## src/rtl/display_driver_pkg.sv

```systemverilog
// Shared scan-state encoding, default geometry and timing constants
// for the display driver scan controller.
package display_driver_pkg;

  typedef enum logic [2:0] {
    ST_IDLE,
    ST_LOAD,
    ST_BLANK,
    ST_LATCH,
    ST_DISPLAY
  } scan_state_t;

  localparam int DEF_ROWS         = 16;
  localparam int DEF_BITWIDTH     = 8;
  localparam int DEF_BASE_TIME    = 32;
  localparam int DEF_BLANK_CYCLES = 2;

  // Counter width that holds the longest plane period (top plane) without overflow.
  function automatic int count_width(input int base_cycles, input int planes);
    return $clog2(base_cycles << (planes - 1)) + 1;
  endfunction

endpackage

```

## src/rtl/display_driver_oe_timer.sv

```systemverilog
// DISPLAY-phase timer: plane-weighted period counter and registered oe.
// Optional brightness compare enabled by DISPLAY_DRIVER_DIMMING_EN.
module display_driver_oe_timer
  import display_driver_pkg::*;
#(
  parameter int bitwidth  = DEF_BITWIDTH,
  parameter int base_time = DEF_BASE_TIME
) (
  input  logic                        clk,
  input  logic                        rst,
  input  logic                        i_start,
  input  logic [$clog2(bitwidth)-1:0] i_plane,
`ifdef DISPLAY_DRIVER_DIMMING_EN
  input  logic [7:0]                  i_brightness,
`endif
  output logic                        o_oe,
  output logic                        o_done
);

  localparam int CW = count_width(base_time, bitwidth);

  logic [CW-1:0] r_count;
  logic          r_active;
  logic          r_oe;

  logic [CW-1:0] w_period;
  logic [CW-1:0] w_last;
  logic [CW-1:0] w_thresh;
  logic [CW-1:0] w_count_inc;

  assign w_period    = CW'(base_time) << i_plane;
  assign w_last      = w_period - CW'(1);
  assign w_count_inc = r_count + CW'(1);

`ifdef DISPLAY_DRIVER_DIMMING_EN
  // On-time is the period scaled by (brightness+1)/256; the period itself never shrinks.
  logic [8:0]    w_bright_plus;
  logic [CW+8:0] w_scaled;

  assign w_bright_plus = {1'b0, i_brightness} + 9'd1;
  assign w_scaled      = {9'd0, w_period} * {{CW{1'b0}}, w_bright_plus};
  assign w_thresh      = w_scaled[CW+7:8];
`else
  assign w_thresh = w_period;
`endif

  always_ff @(posedge clk) begin
    if (rst) begin
      r_active <= 1'b0;
      r_count  <= '0;
      r_oe     <= 1'b0;
    end else if (i_start) begin
      r_active <= 1'b1;
      r_count  <= '0;
      r_oe     <= (w_thresh != '0);
    end else if (r_active) begin
      if (r_count == w_last) begin
        r_active <= 1'b0;
        r_oe     <= 1'b0;
      end else begin
        r_count <= w_count_inc;
        r_oe    <= (w_count_inc < w_thresh);
      end
    end
  end

  assign o_oe   = r_oe;
  assign o_done = r_active && (r_count == w_last);

endmodule

```

## src/rtl/display_driver_scan_controller.sv

```systemverilog
// Row/bit-plane scan sequencer for a multiplexed LED panel (BCM timing).
// Define DISPLAY_DRIVER_DIMMING_EN to add the brightness input.
module display_driver_scan_controller
  import display_driver_pkg::*;
#(
  parameter int rows         = DEF_ROWS,
  parameter int bitwidth     = DEF_BITWIDTH,
  parameter int base_time    = DEF_BASE_TIME,
  parameter int blank_cycles = DEF_BLANK_CYCLES
) (
  input  logic                        clk,
  input  logic                        rst,
  input  logic                        enable,
  output logic                        load,
  input  logic                        complete,
  output logic                        latch,
  output logic                        oe,
  output logic [$clog2(rows)-1:0]     row_addr,
  output logic [$clog2(rows)-1:0]     fetch_row,
  output logic [$clog2(bitwidth)-1:0] fetch_plane,
  output logic                        frame_start
`ifdef DISPLAY_DRIVER_DIMMING_EN
  ,
  input  logic [7:0]                  brightness
`endif
);

  localparam int RW = $clog2(rows);
  localparam int PW = $clog2(bitwidth);
  localparam int BW = $clog2(blank_cycles) + 1;

  localparam logic [RW-1:0] LAST_ROW   = RW'(rows - 1);
  localparam logic [PW-1:0] LAST_PLANE = PW'(bitwidth - 1);
  localparam logic [BW-1:0] LAST_BLANK = BW'(blank_cycles - 1);

  scan_state_t   r_state;
  logic [RW-1:0] r_row;
  logic [PW-1:0] r_plane;
  logic [RW-1:0] r_row_addr;
  logic [BW-1:0] r_blank_cnt;
  logic          r_load;
  logic          r_latch;
  logic          r_frame_start;

  logic [RW-1:0] w_next_row;
  logic [PW-1:0] w_next_plane;
  logic          w_disp_start;
  logic          w_disp_done;
  logic          w_oe;

  // Plane advances first; the row steps only when the top plane has been shown.
  always_comb begin
    w_next_row   = r_row;
    w_next_plane = r_plane + PW'(1);
    if (r_plane == LAST_PLANE) begin
      w_next_plane = '0;
      w_next_row   = (r_row == LAST_ROW) ? '0 : r_row + RW'(1);
    end
  end

  assign w_disp_start = (r_state == ST_LATCH);

  display_driver_oe_timer #(
    .bitwidth  (bitwidth),
    .base_time (base_time)
  ) u_oe_timer (
    .clk          (clk),
    .rst          (rst),
    .i_start      (w_disp_start),
    .i_plane      (r_plane),
`ifdef DISPLAY_DRIVER_DIMMING_EN
    .i_brightness (brightness),
`endif
    .o_oe         (w_oe),
    .o_done       (w_disp_done)
  );

  always_ff @(posedge clk) begin
    if (rst) begin
      r_state       <= ST_IDLE;
      r_row         <= '0;
      r_plane       <= '0;
      r_row_addr    <= '0;
      r_blank_cnt   <= '0;
      r_load        <= 1'b0;
      r_latch       <= 1'b0;
      r_frame_start <= 1'b0;
    end else begin
      r_frame_start <= 1'b0;
      unique case (r_state)
        ST_IDLE: begin
          if (enable) begin
            r_state       <= ST_LOAD;
            r_row         <= '0;
            r_plane       <= '0;
            r_load        <= 1'b1;
            r_frame_start <= 1'b1;
          end
        end
        ST_LOAD: begin
          // The row select moves only here, where oe is guaranteed low.
          if (complete) begin
            r_load      <= 1'b0;
            r_row_addr  <= r_row;
            r_blank_cnt <= '0;
            r_state     <= ST_BLANK;
          end
        end
        ST_BLANK: begin
          if (r_blank_cnt == LAST_BLANK) begin
            r_latch <= 1'b1;
            r_state <= ST_LATCH;
          end else begin
            r_blank_cnt <= r_blank_cnt + BW'(1);
          end
        end
        ST_LATCH: begin
          r_latch <= 1'b0;
          r_state <= ST_DISPLAY;
        end
        ST_DISPLAY: begin
          if (w_disp_done) begin
            if (enable) begin
              r_row         <= w_next_row;
              r_plane       <= w_next_plane;
              r_load        <= 1'b1;
              r_frame_start <= (w_next_row == '0) && (w_next_plane == '0);
              r_state       <= ST_LOAD;
            end else begin
              r_row      <= '0;
              r_plane    <= '0;
              r_row_addr <= '0;
              r_state    <= ST_IDLE;
            end
          end
        end
        default: r_state <= ST_IDLE;
      endcase
    end
  end

  assign load        = r_load;
  assign latch       = r_latch;
  assign oe          = w_oe;
  assign row_addr    = r_row_addr;
  assign fetch_row   = r_row;
  assign fetch_plane = r_plane;
  assign frame_start = r_frame_start;

endmodule

```

## config.mk

```make
export PLATFORM = sky130hd
export DESIGN_NAME = display_driver_scan_controller
export DESIGN_NICKNAME = d
export VERILOG_FILES = /design/src/rtl/display_driver_pkg.sv /design/src/rtl/display_driver_oe_timer.sv /design/src/rtl/display_driver_scan_controller.sv
export SDC_FILE = /design/constraint.sdc
export NUM_CORES = 1
export LEC_CHECK = 0
export CAP_MARGIN = 20
export CORE_MARGIN = 2
export CORE_UTILIZATION = 58
export CTS_CLUSTER_DIAMETER = 40
export DETAILED_ROUTE_END_ITERATION = 6
export PLACE_DENSITY = 0.8
export SLEW_MARGIN = 25
export SYNTH_ARGS = -nofsm -noshare
export SYNTH_HDL_FRONTEND = slang
export SYNTH_HIERARCHICAL = 1
export SYNTH_SLANG_ARGS = --single-unit
```

## constraint.sdc

```tcl
create_clock -name clk -period 4.3 [get_ports clk]
set_clock_uncertainty 0.05 [all_clocks]
set_input_delay 0.43 -clock clk [delete_from_list [all_inputs] [get_ports clk]]
set_output_delay 0.43 -clock clk [all_outputs]
set_load 0.1 [all_outputs]
```

# --- After elaboration in Yosys (flattened, before gate mapping) ---
# Cells that the tools add are included.
classes:
  addsub: 5
  n_eq_ne: 14
  n_reduce_logical: 20
  bitwise: 1
  order_cmp: 1
  shift: 1
  mux: 40
op_table:
  columns: ["op", "count"]
  rows:
  - ["4-bit two-way mux", 8]
  - ["3-bit two-way mux", 8]
  - ["4-bit case mux with 2 select lines", 2]
  - ["3-bit case mux with 5 select lines", 1]
  - ["1-bit two-way mux", 14]
  - ["13-bit by 1-bit adder with 13-bit output, second input constant", 1]
  - ["13-bit == test", 1]
  - ["13-bit < comparator", 1]
  - ["13-bit nonzero test", 1]
  - ["6-bit by 3-bit << shifter with 13-bit output, first input constant", 1]
  - ["13-bit by 1-bit subtractor with 13-bit output, second input constant", 1]
  - ["2-bit != test, second input constant", 5]
  - ["2-bit nonzero test", 5]
  - ["3-bit AND reduction", 3]
  - ["4-bit AND reduction", 2]
  - ["3-bit by 2-bit == test with 1-bit output, second input constant", 2]
  - ["3-bit == test, second input constant", 2]
  - ["3-bit zero test", 2]
  - ["3-bit case mux with 2 select lines", 1]
  - ["4-bit by 1-bit adder with 4-bit output, second input constant", 1]
  - ["4-bit == test, second input constant", 1]
  - ["4-bit zero test", 1]
  - ["2-bit two-way mux", 2]
  - ["1-bit case mux with 2 select lines", 2]
  - ["12 further kinds", 14]
word_totals:
  register_bits: 34

# --- Longest topological paths before layout ---
# Gate-level depths: netlist (run 1).
logic_depth:
  depth_word: 8
  depth_mapped: 14
  mapped_depth_nobuf: 12

# --- Modules after synthesis ---
# Netlist (run 1), hierarchy kept.
modules_own_cells:
  columns: ["mod", "cells_per_inst", "area_per_inst_um2", "instances"]
  rows:
  - ["display_driver_oe_timer", 169, 1337.5, 1]
  - ["display_driver_scan_controller", 121, 1041.0, 1]

# --- Worst setup path after synthesis (run 1) ---
# OpenSTA, ideal clock, no wires.
synth_timing:
  path_kind: "register to register"
  start: "reg r_plane[1] (netlist: fetch_plane[1])"
  end: "reg r_row_addr[0] (netlist: row_addr[0])"
  setup_slack_ps: 405
  path_stages_with_launch: 14
  n_path_buf: 2
  t_arrival_ps: 3726
  period_less_slack_ps: 3895
  cell_sequence: "dfxtp_1 -> buf_2 -> or3_1 -> ha_1 -> or3b_1 -> a21oi_2 -> a2111oi_4 -> a211oi_2 -> buf_4 -> and2_1 -> nor3b_1 -> a22o_1 -> a21oi_1 -> a22o_1"
synth_between:
  elab_chain_len: 6
synth_rtl:
  columns: ["element", "line_no", "rtl"]
  rows:
  - ["start: declaration", "display_driver_scan_controller.sv:38", "logic [PW-1:0] r_plane;"]
  - ["start signal: assignment", "display_driver_scan_controller.sv:125", "r_plane <= w_next_plane;"]
  - ["6-bit by 3-bit << shifter with 13-bit output", "display_driver_oe_timer.sv:31", "assign w_period = CW'(base_time) << i_plane;"]
  - ["13-bit by 1-bit subtractor with 13-bit output", "display_driver_oe_timer.sv:32", "assign w_last = w_period - CW'(1);"]
  - ["13-bit == test", "display_driver_oe_timer.sv:68", "assign o_done = r_active && (r_count == w_last);"]
  - ["1-bit logical AND", "display_driver_oe_timer.sv:68", null]
  - ["named net w_disp_done", "display_driver_scan_controller.sv:48", "logic w_disp_done;"]
  - ["2-bit by 1-bit != test with 1-bit output (no line)", null, null]
  - ["4-bit AND reduction (no line)", null, null]
  - ["end signal: assignment", "display_driver_scan_controller.sv:104", "r_row_addr <= r_row;"]
  - ["end: declaration", "display_driver_scan_controller.sv:39", "logic [RW-1:0] r_row_addr;"]
# The timed path passes the listed nets, and every way through them passes these cells.
# A chain may end at the register's enable or synchronous reset.

# --- Final worst setup path (run 1) ---
layout_timing:
  start: "reg r_plane[1] (netlist: fetch_plane[1])"
  end: "reg r_row_addr[1] (netlist: row_addr[1])"
# Same word-level chain as after synthesis.

==> impl_metrics.csv, run 1 <==
group,metric,value,unit
status,outcome,"completed",
flow_run,maxCapViolCount,0,
yosys,syn_inst,290,
grt,antenna_found_initial,0,
yosys,yosys_warnings,6,
timing,hold_viol,0,
pwr,powerDensity,243,nW/um^2
pwr,p_leak,0.934,nW
yosys,synth_edf_count,0,
cts,tritoncts,"done",
timing,finalSetupTns,0,ps
floorplan,core,3970,sq um
floorplan,ios,19,
grt,grt_pass1_vias,1764,
cts,numCtsBuffers,5,
layout,drive_above_1_share,0.0831,
layout,final_core_util,0.658,
yosys,synth_nets,308,
routing,routedWlPerCell,14.0,um
yosys,ys_ff_latch,34,
grt,grt_start_max_net_pins,26,
timing,rsz0062_at_grt,"false",
min_path,hold_path.class,"register to register",
routing,dr.first_iter.drc_count,91,
cts,cts_root_buf,"clkbuf_8",
min_path,holdCritStartpoint,"row_addr[0]",
critical_path,path_max_fanout,21,
routing,vias_per_cell,5.93,
critical_path,r2r_start,"fetch_plane[1]",
yosys,ys_seq_area_frac,0.286,
critical_path,end_kind,"register",
yosys,synth.distinct_cells,63,
cts,clk-insertion-delay-late,290,ps
critical_path,r2r_end,"row_addr[1]",
timing,finalCritPeriodShare,0.836,
cts,clock_path_buffers,2,
yosys,synth.avg_cell_area,8.20,sq um
floorplan,start_util,0.599,
routing,route.vias.total,2081,
min_path,min_delay_path_depth,1,
cts,cts_resized,0,
critical_path,rrSetupSlack,700,ps
floorplan,die_x,68.0,um
min_path,whs_endpoint,"row_addr[0]",
routing,drtPass1Iterations,4,
routing,drtAntennaViolNets,0,
grt,grt-ovfl-total,0,
pwr,peakVddDrop,0.175,mV
grt,grt_use_total,0.235,
layout,fin_nets,318,
yosys,synth_area,2380,sq um
placed_design,post-dp-hpwl,3.56,mm
cts,clk_pin_slew,70,ps
floorplan,fp.dieArea,4630,sq um
timing,timing.hold.ws,437,ps
yosys,synth.top_cell.area_share,0.286,
timing,finalSetupViolations,0,
critical_path,crit_required,4430,ps
timing,min_period,3600,ps
yosys,synthTopCellsByArea,"dfxtp_1, ha_1, a21oi_1, nor2_1, nand2_1",
yosys,synth_top_area_cell,"dfxtp_1",
timing,finalMaxSlewViolations,0,
cts,htreeDepth,2,
timing,relSlewSlack,0.351,
critical_path,crit_arrival,3730,ps
placed_design,portBuffers,18,
floorplan,fp-row-count,23,
critical_path,r2r_cells,12,
routing,drc,0,
grt,grt_first_pass_wirelength,8.29,mm
floorplan,die_y,68.0,um
routing,wl,4.93,mm
cts,hold_buffers,0,
layout,n_antenna_cell,0,
timing,fmax,278,MHz
placed_design,gp_congestion,0.821,
yosys,synthFlopType,"dfxtp_1",
timing,tightestPinTransition,971,ps
critical_path,start_kind,"register",
cts,clock_sinks,34,
layout,synthToLayoutAreaGrowth,9.94,%
critical_path,path_class,"register to register",
yosys,ys_async_sr_fraction,0,
cts,postCtsSetupRepairBufs,0,
layout,fill_cells,344,
metrics by stage:
step	setup slack [ps]	total power, mW	instance area, sq um	instances
floorplan	405	0.383	2380	290
global placement	859	0.396	2520	343
detailed placement	728	0.398	2520	343
CTS	725	0.640	2620	351
global route	297	0.657	2620	351
finish	703	0.636	2620	351
layout by cell type, fill, tap and decap left out, types with 7 or more instances in the layout:
master,netlist,layout
a21oi_1,24,24
clkdlybuf4s50_1,0,18
dfxtp_1,34,34
ha_1,14,14
mux2i_1,7,7
nand2_1,24,24
nand3_1,11,11
nor2_1,27,27
nor3_1,7,7
o21ai_0,16,16
or3_1,12,12
metal layers:
metal	up-vias	wire, um	global-route usage
met1	952	2470	0.350
met4	0	34	0.0600
li1	1071	-	-
met2	53	2170	0.345
met5	-	0	0
met3	5	248	0.0444
registers in the layout, summed over array words and instances (netlist names), 2 cells and up:
name and cells:
u_oe_timer/r_count 13, r_state 3, row_addr 4, r_blank_cnt 2, fetch_plane 3, fetch_row 4
synth_stat cells, types with 2 or more instances:
master / number
a211o_2: 2
a211oi_1: 2
a21oi_1: 24
a22o_1: 5
and2_1: 5
and3_1: 3
buf_2: 4
buf_4: 4
buf_6: 3
clkbuf_1: 5
dfxtp_1: 34
ha_1: 14
inv_1: 6
mux2i_1: 7
nand2_1: 24
nand2b_1: 3
nand3_1: 11
nand3b_1: 3
nand4_1: 6
nor2_1: 27
nor2b_1: 2
nor3_1: 7
nor3b_1: 5
nor4b_1: 2
o21ai_0: 16
o31ai_1: 5
or2_2: 3
or3_1: 12
or3b_1: 2
xnor2_1: 6
xor2_1: 6
critical path, stage by stage, from the launching register on:
cell and delay, ps:
dfxtp_1 500, or3_1 470, ha_1 290, xor2_2 180, nor4b_1 370, o2111ai_2 190
a211oi_2 180, buf_4 230, and2_1 290, nor3b_1 220, a22o_1 150, a21oi_1 120
a22o_1 250
kinds of logic (layout without fill, tap and decap cells):
family | count (synthesis) | after routing | synth area share
and+or+nand+nor | 126 | 126 | 0.291
muxes | 8 | 8 | 0.0342
adders and majority gates | 14 | 14 | 0.0736
buffers and inverters | 23 | 34 | 0.0568
DFF | 34 | 34 | 0.286
AOI/OAI and AO/OA | 72 | 72 | 0.207
xor gates and xnor gates | 13 | 13 | 0.0510
how the worst max path moves through the flow:
stage	slack, ps	cells after the start	endpoint	start
2_1_floorplan	400	13	row_addr[0]	fetch_plane[1]
3_3_place_gp	860	12	row_addr[1]	fetch_plane[1]
3_5_place_dp	730	12	row_addr[0]	fetch_plane[1]
4_1_cts	720	12	row_addr[1]	fetch_plane[1]
5_1_grt	300	12	row_addr[3]	fetch_plane[1]
6_report	700	12	row_addr[1]	fetch_plane[1]
final cells by class:
type	instances	area, sq um	area share
well taps	50	62.6	0.0239
clock buffers	7	86.3	0.0330
clock inverters	1	5.00	0.00191
repair buffers	20	195	0.0746
flip-flops and latches	34	681	0.260
multi-input cells	233	1560	0.598
inverters	6	22.5	0.00861
where the power goes:
part / total (mW) / internal (mW) / switching, mW
sequential: 0.329 / 0.320 / 0.00943
combinational: 0.0614 / 0.0215 / 0.0399
clock: 0.245 / 0.129 / 0.116
total: 0.636 / 0.471 / 0.166
(Power assumes the default switching activity.)
==> run 2, diff against run 1 <==
- CORE_UTILIZATION: 58 -> 53
- PLACE_DENSITY: 0.8 -> 0.77
- clock period: 4.3 -> 3.22 ns (I/O delays scaled with it)
==> run 2 against run 1 <==
Compared with the run above: maximum frequency grew 20%; highest routed layer unchanged; largest cell class unchanged; critical endpoint is now row_addr[2]; non-clock buffer count grew 1; final cell count grew 0.85%; global-route usage shrank 1.4 points.
==> impl_metrics.csv, run 2 (same netlist as run 1, synthesis figures left out) <==
group,metric,value,unit
timing,hold_viol,0,
cts,htreeDepth,2,
timing,tightestPinTransition,975,ps
grt,grt-ovfl-total,0,
routing,route.vias.total,2093,
routing,routedWlPerCell,14.5,um
routing,dr.first_iter.drc_count,113,
layout,post-route-cell-area,2690,sq um
critical_path,path_max_fanout,17,
layout,n_antenna_cell,0,
placed_design,post-dp-hpwl,3.71,mm
cts,numCtsBuffers,5,
routing,vias_per_cell,5.91,
grt,antenna_found_initial,0,
critical_path,cp_common_cell,"a22o_1",
critical_path,end_kind,"register",
floorplan,fp-row-count,24,
critical_path,crit_arrival,3140,ps
critical_path,path_class,"register to register",
critical_path,crit_required,3350,ps
cts,clock_sinks,34,
routing,wl,5.13,mm
critical_path,slowest_stage,"or3_4",
cts,cts_root_buf,"clkbuf_8",
floorplan,die_x,71.0,um
grt,grt_first_pass_wirelength,8.98,mm
cts,tritoncts,"done",
cts,clock_path_buffers,2,
grt,use_met1,0.296,
routing,drtPass1Iterations,4,
timing,finalMaxSlewViolations,0,
cts,hold_buffers,0,
timing,finalCritPeriodShare,0.933,
cts,cts_resized,0,
pwr,peakVddDrop,0.259,mV
grt,grt_use_total,0.220,
floorplan,die_y,71.0,um
cts,postCtsSetupRepairBufs,0,
placed_design,place_inst,346,
timing,min_period,3000,ps
layout,synthToLayoutAreaGrowth,13.0,%
cts,clk_pin_slew,70,ps
layout,final_cells,354,
status,outcome,"completed",
routing,drtAntennaViolNets,0,
floorplan,fp.dieArea,5040,sq um
pwr,totalPowerFinal,0.963,mW
critical_path,start_kind,"register",
floorplan,ios,19,
layout,largest_reg_flops,13,
layout,top_register,"u_oe_timer/r_count",
layout,fin_nets,319,
timing,finalSetupTns,0,ps
grt,grt_pass1_vias,1926,
grt,met2_usage,0.348,
floorplan,core,4320,sq um
timing,fmax,333,MHz
placed_design,placed_area,2560,sq um
grt,gr-max-usage-layer,"met2",
floorplan,start_util,0.550,
flow_run,maxCapViolCount,0,
min_path,hold_path.class,"register to register",
routing,drc,0,
grt,use_met3,0.0541,
pwr,p_leak,0.974,nW
grt,grt_start_max_net_pins,21,
critical_path,cp_cell_sequence,"or3_4 -> ha_4 -> xor2_2 -> nor4b_2 -> o2111ai_2 -> a211oi_2 -> and2_4 -> nor3b_1 -> a22o_1 -> a21oi_1 -> a22o_1",
critical_path,slowest_delay,420,ps
timing,finalSetupViolations,0,
placed_design,gp_congestion,0.869,
layout,final_common_cell,"dfxtp_1",
layout,drive_above_1_share,0.132,
placed_design,portBuffers,18,
cts,clk-insertion-delay-late,290,ps
layout,layout_common_cells,"dfxtp_1, nor2_1, a21oi_1, nand2_1, o21ai_0",
timing,relSlewSlack,0.348,
pwr,powerDensity,358,nW/um^2
timing,rsz0062_at_grt,"false",
run 2: cell count changes in the layout (fill, tap and decap cells not counted), moves of 3 or more:
cell | previous run | this run
dfxtp_1 | 34 | 31
dfxtp_4 | 0 | 3
buf_4 | 2 | 9
clkdlybuf4s50_1 | 18 | 12
run 2: metal layers:
metal,vias up,wire [um]
met5,-,0
met4,0,62
met3,6,244
met2,45,2380
met1,968,2440
li1,1074,-
run 2: worst paths after layout:
check,from,to,slack [ps],depth (start not counted)
max,fetch_plane[2],row_addr[2],220,11
min,r_blank_cnt[1],r_blank_cnt[1],440,2
max reg2reg,fetch_plane[2],row_addr[2],220,11
min reg2reg,r_blank_cnt[1],r_blank_cnt[1],440,2
run 2: final cells by class:
class / instances / area (sq um)
fillers: 396 / 1640
multi-input cells: 233 / 1590
flip-flops and latches: 34 / 692
repair buffers: 21 / 188
clock buffers: 6 / 93.8
well taps: 52 / 65.1
clock inverters: 2 / 38.8
inverters: 6 / 22.5
run 2: critical path, delay by kind of cell (launching register included):
family	cells	cell delay (ps)
fa+ha+maj	1	190
simple gates	4	1090
flops	1	400
compound gates	5	1010
xor+xnor	1	160
run 2: report_power, final:
part           internal (mW)  switching [mW]
Combinational         0.0287          0.0538
Sequential             0.425          0.0124
Clock                  0.279           0.164
Total                  0.732           0.231
run 2: through the flow:
step | setup WS (ps) | hold WS, ps | util
CTS | 199 | 445 | 0.622
floorplan | 8.46 | 344 | -
finish | 215 | 441 | 0.622
global placement | 273 | 417 | 0.591
global route | 29.0 | 463 | 0.622
detailed placement | 216 | 416 | 0.591
==> run 3, diff against run 2 <==
==> constraint.sdc (replaced) <==
create_clock -name clk -period 2.7 [get_ports clk]
set_clock_uncertainty 0.05 [all_clocks]
set_input_delay 0.27 -clock clk [delete_from_list [all_inputs] [get_ports clk]]
set_output_delay 0.27 -clock clk [all_outputs]
set_load 0.005 [all_outputs]
==> run 3 against run 2 <==
Compared with the run above: the run now ends with setup timing left; maximum frequency is 8.7% higher; total power is 0.61% lower; sequential power is 20% higher; global-route usage is 0.51 points higher; first-iteration DRC count is 41% higher; clock-buffer cell count is 1 lower; final cell count is 4.2% higher; cell area is 6.2% higher; critical path type unchanged; largest cell class unchanged; largest power group is now sequential cells.
==> impl_metrics.csv, run 3 (same netlist as run 1, synthesis figures left out) <==
group,metric,value,unit
cts,tritoncts,"done",
status,violations,"setup timing",
floorplan,die_y,71.0,um
status,outcome,"complete, but fails checks",
timing,relSlewSlack,0.555,
routing,route.vias.total,2216,
floorplan,ios,19,
grt,grt_use_total,0.225,
critical_path,cp_top_family,"simple AND/OR/NAND/NOR gates",
timing,worst_slack,-63.3,ps
layout,final_cells,369,
timing,timing.hold.ws,431,ps
grt,grt_first_pass_wirelength,9.24,mm
grt,grt_start_max_net_pins,21,
floorplan,fp.dieArea,5040,sq um
layout,synthToLayoutAreaGrowth,20.1,%
grt,use_met1,0.316,
timing,rsz0062_at_grt,"true",
grt,met2_usage,0.351,
cts,hold_buffers,0,
critical_path,crit_arrival,2900,ps
floorplan,fp-row-count,24,
cts,clock_sinks,34,
grt,grt-ovfl-total,0,
placed_design,post-dp-hpwl,3.88,mm
routing,drc,0,
timing,tightestPinTransition,665,ps
layout,post-route-cell-area,2860,sq um
cts,clock_path_buffers,2,
routing,vias_per_cell,6.01,
critical_path,end_kind,"register",
layout,final_common_cell,"dfxtp_1",
cts,clk_pin_slew,70,ps
min_path,holdCritStartpoint,"r_blank_cnt[1]",
cts,numCtsBuffers,5,
critical_path,cp_common_cell,"a22o_1",
grt,gr-max-usage-layer,"met2",
min_path,min_delay_path_depth,2,
floorplan,start_util,0.550,
flow_run,maxCapViolCount,0,
timing,finalCritPeriodShare,1.02,
timing,finalMaxSlewViolations,0,
pwr,powerDensity,335,nW/um^2
cts,htreeDepth,2,
routing,drtPass1Iterations,4,
timing,fmax,362,MHz
critical_path,cp_cell_sequence,"or3_4 -> ha_4 -> buf_4 -> nor2_2 -> nand2_1 -> and2_2 -> a211oi_2 -> and2_4 -> nor3b_2 -> a22o_1 -> a21oi_2 -> a22o_1",
floorplan,core,4320,sq um
critical_path,slowest_delay,400,ps
routing,dr.first_iter.drc_count,159,
grt,antenna_found_initial,0,
min_path,hold_path.class,"register to register",
layout,layout_common_cells,"dfxtp_1, nor2_1, nand2_1, a21oi_1",
timing,min_period,2760,ps
critical_path,slowest_stage,"or3_4",
floorplan,die_x,71.0,um
timing,hold_viol,0,
layout,drive_above_1_share,0.196,
layout,fin_nets,335,
critical_path,path_max_fanout,5,
pwr,p_leak,1.07,nW
grt,grt_pass1_vias,2018,
critical_path,path_class,"register to register",
critical_path,rrSetupSlack,-60,ps
routing,drtAntennaViolNets,0,
cts,cts_root_buf,"clkbuf_8",
critical_path,critical_path_buf_inv_count,1,
placed_design,gp_congestion,0.870,
layout,n_antenna_cell,0,
pwr,totalPowerFinal,0.957,mW
critical_path,start_kind,"register",
placed_design,dp_slack,-87.6,ps
placed_design,portBuffers,18,
routing,routedWlPerCell,15.0,um
critical_path,crit_required,2830,ps
min_path,whs_endpoint,"r_blank_cnt[1]",
critical_path,r2r_cells,12,
critical_path,r2r_start,"fetch_plane[1]",
cts,clk-insertion-delay-late,290,ps
timing,finalSetupViolations,5,
layout,top_register,"u_oe_timer/r_count",
placed_design,placed_area,2670,sq um
pwr,peakVddDrop,0.298,mV
routing,wl,5.52,mm
placed_design,place_inst,357,
layout,largest_reg_flops,13,
grt,use_met3,0.0385,
critical_path,r2r_end,"row_addr[0]",
-- run 3: cell types whose count changed in the layout (fill, tap and decap cells not counted), sizes merged --
cell / before / now
buf: 9 / 19
clkdlybuf4s50: 12 / 18
bufinv: 1 / 0
clkbuf: 6 / 5
clkinv: 1 / 2
-- run 3: timing repair --
| action | in CTS | in global routing |
|---|---|---|
| setup buffers | 2 | 3 |
| resized for setup | 2 | 13 |
| endpoints found under the setup margin | 9 | 15 |
| pin swaps | 7 | 8 |
-- run 3: layout make-up --
type	instances	area [sq um]
Sequential cell	34	689
Fill cell	366	1470
Clock buffer	5	68.8
Multi-Input combinational cell	233	1670
Inverter	6	22.5
Timing Repair Buffer	37	327
Clock inverter	2	10.0
Tap cell	52	65.1
-- run 3: how the worst max path moves through the flow --
stage	start	to	slack [ps]	depth (start not counted)
after floorplan	fetch_plane[1]	row_addr[2]	-310	13
after global placement	fetch_plane[1]	row_addr[3]	-30	11
after detailed placement	fetch_plane[1]	row_addr[0]	-90	11
after CTS	fetch_plane[1]	row_addr[0]	-40	11
after global routing	fetch_plane[2]	row_addr[0]	-220	13
final	fetch_plane[1]	row_addr[0]	-60	12
-- run 3: worst min-delay path, cell delays in order, from the launching register on --
cell and delay, ps:
dfxtp_1 300, inv_1 60, o31ai_1 70
-- run 3: per-stage QoR --
step / setup TNS, ps / util
5_1_grt: -1950 / 0.661
6_report: -265 / 0.661
2_1_floorplan: -2830 / -
4_1_cts: -124 / 0.641
3_3_place_gp: -125 / 0.618
3_5_place_dp: -337 / 0.618
-- run 3: metal layers --
| layer | routed length [um] | part of all wire |
|---|---|---|
| met1 | 2610 | 0.47 |
| met2 | 2610 | 0.47 |
| met3 | 228 | 0.041 |
| met4 | 65 | 0.012 |
| met5 | 0 | 0 |
-- run 3: power by group --
part	internal [mW]	total [mW]	switching [mW]
Sequential	0.508	0.523	0.0151
Clock	0.173	0.359	0.186
Combinational	0.0366	0.0755	0.0389
